$ cat config.mk
export PLATFORM = sky130hd
export DESIGN_NAME = mem_arbiter
export DESIGN_NICKNAME = d
export VERILOG_FILES = /design/src/rtl/mem_arb_pkg.sv /design/src/rtl/mem_arb_pick.sv /design/src/rtl/mem_arbiter.sv
export SDC_FILE = /design/constraint.sdc
export NUM_CORES = 1
export LEC_CHECK = 0
export BUFFER_PORTS_ARGS = -buffer_cell sky130_fd_sc_hd__clkbuf_2
export CORE_MARGIN = 2
export CORE_UTILIZATION = 30
export CTS_BUF_LIST = sky130_fd_sc_hd__clkbuf_16
export CTS_CLUSTER_DIAMETER = 100
export DETAILED_ROUTE_END_ITERATION = 12
export PLACE_DENSITY = 0.67
export SLEW_MARGIN = 20
export SYNTH_ARGS = -nofsm -noshare
export SYNTH_HDL_FRONTEND = slang
export SYNTH_SLANG_ARGS = --single-unit
$ cat constraint.sdc
create_clock -name clk -period 1.63 [get_ports clk]
set_clock_uncertainty 0.05 [all_clocks]
set_input_delay 0.163 -clock clk [delete_from_list [all_inputs] [get_ports clk]]
set_output_delay 0.163 -clock clk [all_outputs]
set_load 0.1 [all_outputs]
$ cat src/rtl/mem_arb_pkg.sv
// Shared types and constants for the two-port memory arbiter.
// Optional feature macro: MEM_ARB_ROUND_ROBIN_EN (see mem_arb_pick).
package mem_arb_pkg;

   typedef enum logic [1:0] {
      IDLE = 2'd0,
      BUSY = 2'd1,
      DONE = 2'd2
   } state_t;

   localparam logic GNT_IF = 1'b0;
   localparam logic GNT_D  = 1'b1;

   localparam int unsigned TO_W = 8;
   typedef logic [TO_W-1:0] cnt_t;

endpackage

$ cat src/rtl/mem_arb_pick.sv
// Combinational grant selection between fetch and data requests.
// MEM_ARB_ROUND_ROBIN_EN: alternate on contention; otherwise data always wins.
module mem_arb_pick
   import mem_arb_pkg::*;
(
   input  logic if_req,
   input  logic d_req,
`ifdef MEM_ARB_ROUND_ROBIN_EN
   input  logic last_grant,
`endif
   output logic valid,
   output logic gnt
);

   always_comb begin
      valid = if_req | d_req;
      gnt   = GNT_D;
      if (if_req && !d_req) begin
         gnt = GNT_IF;
      end
`ifdef MEM_ARB_ROUND_ROBIN_EN
      else if (if_req && d_req) begin
         gnt = (last_grant == GNT_D) ? GNT_IF : GNT_D;
      end
`endif
   end

endmodule

$ cat src/rtl/mem_arbiter.sv
// Two-port (fetch / load-store) arbiter and sequencer for a single-port memory.
// Build option: MEM_ARB_ROUND_ROBIN_EN selects round-robin instead of data priority.
module mem_arbiter
   import mem_arb_pkg::*;
#(
   parameter int unsigned ADDR_W  = 32,
   parameter int unsigned DATA_W  = 32,
   parameter int unsigned TIMEOUT = 255
) (
   input  logic              clk,
   input  logic              rst,
   input  logic              if_req,
   input  logic [ADDR_W-1:0] if_addr,
   output logic [DATA_W-1:0] if_rdata,
   output logic              if_ack,
   input  logic              d_req,
   input  logic              d_we,
   input  logic [ADDR_W-1:0] d_addr,
   input  logic [DATA_W-1:0] d_wdata,
   output logic [DATA_W-1:0] d_rdata,
   output logic              d_ack,
   output logic              err,
   output logic              mem_req,
   output logic              mem_we,
   output logic [ADDR_W-1:0] mem_addr,
   output logic [DATA_W-1:0] mem_wdata,
   input  logic [DATA_W-1:0] mem_rdata,
   input  logic              mem_ack
);

   state_t            state, state_n;
   cnt_t              cnt, cnt_n;
   logic              gnt, gnt_n;
   logic              pick_valid, pick_gnt;
   logic              timeout_hit;
   logic              mem_req_n, mem_we_n, if_ack_n, d_ack_n, err_n;
   logic [ADDR_W-1:0] mem_addr_n;
   logic [DATA_W-1:0] mem_wdata_n, if_rdata_n, d_rdata_n;
`ifdef MEM_ARB_ROUND_ROBIN_EN
   logic              last_grant, last_grant_n;
`endif

   mem_arb_pick u_pick (
      .if_req     (if_req),
      .d_req      (d_req),
`ifdef MEM_ARB_ROUND_ROBIN_EN
      .last_grant (last_grant),
`endif
      .valid      (pick_valid),
      .gnt        (pick_gnt)
   );

   // cnt holds the number of completed BUSY cycles, so TIMEOUT-1 marks the last one
   assign timeout_hit = (cnt == cnt_t'(TIMEOUT - 1));

   always_ff @(posedge clk) begin
      if (!rst) begin
         state <= IDLE;
      end else begin
         state <= state_n;
      end
   end

   always_comb begin
      state_n = state;
      case (state)
         IDLE:    if (pick_valid) state_n = BUSY;
         BUSY:    if (mem_ack || timeout_hit) state_n = DONE;
         DONE:    state_n = IDLE;
         default: state_n = IDLE;
      endcase
   end

   // Next values of the registered outputs; ack/rdata/err are single-cycle
   always_comb begin
      gnt_n       = gnt;
      cnt_n       = cnt;
      mem_req_n   = (state_n == BUSY);
      mem_we_n    = mem_we;
      mem_addr_n  = mem_addr;
      mem_wdata_n = mem_wdata;
      if_ack_n    = 1'b0;
      d_ack_n     = 1'b0;
      err_n       = 1'b0;
      if_rdata_n  = '0;
      d_rdata_n   = '0;
`ifdef MEM_ARB_ROUND_ROBIN_EN
      last_grant_n = last_grant;
`endif
      case (state)
         IDLE: begin
            if (pick_valid) begin
               gnt_n = pick_gnt;
               cnt_n = '0;
`ifdef MEM_ARB_ROUND_ROBIN_EN
               last_grant_n = pick_gnt;
`endif
               if (pick_gnt == GNT_D) begin
                  mem_we_n    = d_we;
                  mem_addr_n  = d_addr;
                  mem_wdata_n = d_wdata;
               end else begin
                  mem_we_n    = 1'b0;
                  mem_addr_n  = if_addr;
                  mem_wdata_n = '0;
               end
            end
         end
         BUSY: begin
            if (mem_ack) begin
               if (gnt == GNT_IF) begin
                  if_ack_n   = 1'b1;
                  if_rdata_n = mem_rdata;
               end else begin
                  d_ack_n    = 1'b1;
                  d_rdata_n  = mem_rdata;
               end
            end else if (timeout_hit) begin
               err_n = 1'b1;
               if (gnt == GNT_IF) begin
                  if_ack_n = 1'b1;
               end else begin
                  d_ack_n  = 1'b1;
               end
            end else begin
               cnt_n = cnt + 1'b1;
            end
         end
         default: ;
      endcase
   end

   always_ff @(posedge clk) begin
      if (!rst) begin
         gnt       <= GNT_IF;
         cnt       <= '0;
         mem_req   <= 1'b0;
         mem_we    <= 1'b0;
         mem_addr  <= '0;
         mem_wdata <= '0;
         if_ack    <= 1'b0;
         d_ack     <= 1'b0;
         err       <= 1'b0;
         if_rdata  <= '0;
         d_rdata   <= '0;
`ifdef MEM_ARB_ROUND_ROBIN_EN
         last_grant <= GNT_D;
`endif
      end else begin
         gnt       <= gnt_n;
         cnt       <= cnt_n;
         mem_req   <= mem_req_n;
         mem_we    <= mem_we_n;
         mem_addr  <= mem_addr_n;
         mem_wdata <= mem_wdata_n;
         if_ack    <= if_ack_n;
         d_ack     <= d_ack_n;
         err       <= err_n;
         if_rdata  <= if_rdata_n;
         d_rdata   <= d_rdata_n;
`ifdef MEM_ARB_ROUND_ROBIN_EN
         last_grant <= last_grant_n;
`endif
      end
   end

endmodule

Word-level counts from Yosys, hierarchy flattened
Cells that the tools add are included.
- register bits: 144
- word-level logic and storage cells: 52
- output and inout bits: 133
- input bits: 134
- reductions and logical operators: 11
- bitwise logic cells: 4
- add/sub/neg operators: 1
- mux-type cells: 18
- equality and inequality tests: 6
- operators by type and width (operator ; number):
    $mux 32 ; 2
    $mux 8 ; 3
    $pmux 8 s2 ; 1
    $mux 1 ; 9
    $add 8x1->8 const B ; 1
    $eq 8x8->1 const B ; 1
    $reduce_and 4->1 ; 2
    $ne 2x2->1 const B ; 3
    $eq 2x1->1 const B ; 2
    $mux 2 ; 2
    $pmux 2 s2 ; 1
    $reduce_and 2->1 ; 2
    $reduce_or 4->1 ; 1
    $not 1->1 ; 3
    $reduce_or 3->1 ; 1
    $logic_not 2->1 ; 1
    $reduce_bool 2->1 ; 1
    $logic_and 1x1->1 ; 1
    $logic_not 1->1 ; 1
    $logic_or 1x1->1 ; 1
    $or 1x1->1 ; 1

Logic depth before layout (Yosys ltp)
- depth in word-level cells: 5
- gate-level depth with buffers: 6
- mapped depth without buffers: 6

By module
Synthesis repeated with hierarchy kept, for this count alone.
- cell total of the unflattened synthesis: 506
- area total of the unflattened synthesis: 5220.0 um^2
- by module, submodules not included (module ; area an instance (um^2) ; cells each ; seq. area each (um^2) ; instances):
    mem_arbiter ; 5207.5 ; 504 ; 2882.8 ; 1
    mem_arb_pick ; 12.5 ; 2 ; 0.0 ; 1

Worst setup path after synthesis
Ideal clock, no wire load.
- path type: register -> register
- from: register cnt[0]
- to: register cnt[2]
- clock period less this slack: 1452 ps
- arrival time: 1326 ps
- data required time: 1504 ps
- cell stages (with the launch flop): 7
- library setup time: 76 ps
- path slack: 178 ps
- buffers on the path: 0
- path through: dfxtp_1 > inv_1 > ha_1 > nand4_1 > o211ai_4 > or3_1 > a21boi_0
- cells in the longest elaborated chain, start to end: 4
- elaborated cells on any way between the ends: 7
- classes of those cells: 1 x add/sub; 2 x eq/ne; 3 x mux; 1 x reduce/logical
- RTL lines (item ; line ; text):
    start, declared ; mem_arbiter.sv:32 ; cnt_t cnt, cnt_n;
    start signal, assigned ; mem_arbiter.sv:151 ; cnt <= cnt_n;
    $add 8x1->8 ; mem_arbiter.sv:126 ; cnt_n = cnt + 1'b1;
    $mux 8 ; mem_arbiter.sv:118 ; end else if (timeout_hit) begin
    $mux 8 ; mem_arbiter.sv:110 ; if (mem_ack) begin
    $pmux 8 s2 ; mem_arbiter.sv:90 ; case (state)
Parallel ways exist; a longest one is shown, timed or not. The select of a mux whose other input is x is not followed.
A chain may end at the register's enable or synchronous reset.

Worst setup path in the final report
- from: register cnt[0]
- to: register cnt[5]
Same word-level chain as after synthesis.

==> results.cfg <==
[run_status]
status = completed

[cells_and_area]
layout_commonest_cell = clkbuf_2
stdcell_count = 1036
n_antenna_cell = 0
area_delta_synth_final_pct = 58.46
multi_input_area_um2 = 2031
drive_gt1_share_pct = 44.12
fin_area_um2 = 7990
final_cell_mix = clkbuf_2 (266), dfxtp_1 (142), dlygate4sd3_1 (65)
nets = 939
utilization_pct = 48.35
fillers = 1508
seqCellArea_um2 = 2885

[sta]
slew_headroom_pct = 62.79
fin_tns_setup_ps = 0
setup_ws_ps = 29.38
finalMaxSlewViolations = 0
hold_slack_ps = 24.02
worstMarginPinSlew_ps = 560.6
clock.fmax_mhz = 624.8
final-hold-violation-count = 0
rsz0062_at_grt = true
period_needed_ps = 1601
setup_viol = 0
fin_crit_sh_pct = 98.20

[floorplan]
die_y_um = 133.6
io_pins = 267
die_x_um = 133.6
initial_core_util_pct = 30.51
core_area_um2 = 16520
row_count = 47
die_area_um2 = 17860

[clocking]
cts_tree = done
root_buffer = clkbuf_16
clkLatencyLatePin_ps = 410
cts.path.max_buffers = 2
numClockSinks = 144
cts_inserted_buffers = 17
ctsHtreeMaxLevel = 4
clk_pin_slew_ps = 70

[critical_path]
r2r_cells = 6
worstPathMaxFanout = 5
crit_type = reg2reg
critical_path_required_ps = 1880
reg2reg_to = cnt[5]
rrSetupSlack_ps = 30
setup.worst_path.start_class = register
crit_buf_inv = 1
r2r-start = cnt[0]
crit_arrival_ps = 1850
cpPeakStageDelay_ps = 360
crit_family = compound AO/OA/AOI/OAI gates
cp_cell_sequence = inv_2 -> ha_4 -> nand4_1 -> o211ai_4 -> a211oi_2 -> o211a_1
endpoint_kind = register
crit_path_top_delay_cell = o211ai_4

[placement]
dp_slack_ps = -27.81
placed_cells = 936
gp_congestion = 0.8029
post-dp-hpwl_um = 9497
port_buffers = 266
placed_cell_area_um2 = 6659

[yosys]
syn_avg_cell_area_um2 = 10.64
synth_warnings = 0
seq_area_frac_synth_pct = 57.17
synth_cells = 474
syn_area_um2 = 5042
syn_nets = 610
yosys_register_bits = 144
netlist-cell-type-count = 40

[detailed_routing]
finalWirelength_um = 14580
drt_iter0_drc = 166
drc = 0
viasPerCell = 4.567
first_pass_iters = 4
antenna_left = 0
vias = 4731
wl_per_cell_um = 14.08

[grt]
grt_start_max_net_pins = 82
antenna_found_initial = 0
grt_pass1_vias = 4608
grt_pass1_wl_um = 22730
grt.overflow.total = 0
grtUsageTotal_pct = 16.05

[power_and_ir_drop]
p_per_area_nw_per_um2 = 1233
totalPowerFinal_mw = 9.853
vdd_drop_max_mv = 0.7580
p_leak_nw = 3.682

[worst_hold_path]
whs_path_depth = 3
min_path_type = in2reg
min_delay_worst_endpoint = mem_addr[12]
hold_start = d_addr[12]

[flow_run]
cap_violations = 0
[layout make-up]
class | count | share of cell area [%]
Inverter | 3 | 0.1409
Clock inverter | 15 | 2.318
Timing Repair Buffer | 347 | 27.25
Clock buffer | 17 | 5.324
Sequential cell | 144 | 36.11
Multi-Input combinational cell | 290 | 25.42
Tap cell | 220 | 3.445
[worst max-delay path by stage]
stage,endpoint,cells after the start,start
2_1_floorplan,cnt[2],6,cnt[0]
3_3_place_gp,mem_req,6,cnt[0]
3_5_place_dp,cnt[6],6,cnt[0]
4_1_cts,cnt[6],6,cnt[0]
5_1_grt,cnt[5],6,cnt[0]
6_report,cnt[5],6,cnt[0]
[tightest hold or removal path: cells and delay by family]
kind                   cells  cell delay (ps)
buffers and inverters      1               80
AOI/OAI and AO/OA          2              200
[cells by family after synthesis]
kind of cell / share of synthesized area (%)
AND/OR/NAND/NOR: 20.07
flip-flops: 57.17
AO/OA/AOI/OAI: 17.57
buffers and inverters: 3.896
multiplexers: 0.7941
adder cells (fa/ha/maj): 0.4962
[report_power, final]
part           internal (mW)  leakage, nW  switching, mW  total (mW)
clock network           2.34        0.299           1.67        4.00
logic                  0.551         2.21           1.55        2.10
registers               3.67         1.17         0.0804        3.76
[metal layers]
| layer | GRT usage, % | routed length, µm | vias up |
|---|---|---|---|
| met4 | 8.038 | 422 | 0 |
| met5 | 0 | 0 | - |
| li1 | - | - | 2311 |
| met3 | 4.833 | 1136 | 29 |
| met1 | 18.28 | 6010 | 2163 |
| met2 | 27.32 | 7012 | 228 |
[what timing repair did]
action                                  CTS  global route
resized for setup                         1            11
hold buffers                             65             0
pin swaps                                 0             5
buffers inserted                          0             2
endpoints found under the setup margin    3            10
gates cloned                              0             1
endpoints found under the hold margin    97             0
[state kept, by name (all words and copies together), names as in the netlist, 2 cells and up]
| signal | flops |
|---|---|
| state | 2 |
| mem_addr | 32 |
| d_rdata | 32 |
| if_rdata | 32 |
| mem_wdata | 32 |
| cnt | 8 |
[synthesized netlist by cell type (all sizes together)]
cell type,number,area [µm²]
ha,2,25.02
o221ai,30,262.8
a211oi,1,7.510
a31oi,2,12.51
and2,69,465.5
nand4b,1,8.760
a21oi,1,5.000
a22oi,33,247.7
o22ai,1,6.260
nand4bb,1,11.26
a21boi,30,225.2
nor2b,37,239.0
buf,19,106.4
clkbuf,19,78.83
nor3b,1,18.77
o211ai,2,28.78
inv,3,11.26
and3,3,22.52
or3,2,12.51
o211a,5,50.05
nand4,1,6.260
mux2i,4,40.04
nor3,3,15.01
dfxtp,144,2883
nand3,6,30.03
or2b,1,7.510
o21ai,5,25.02
nor2,3,13.77
nand2,43,161.4
o21a,2,15.01
Note: power is estimated with default switching activity, not from simulation.
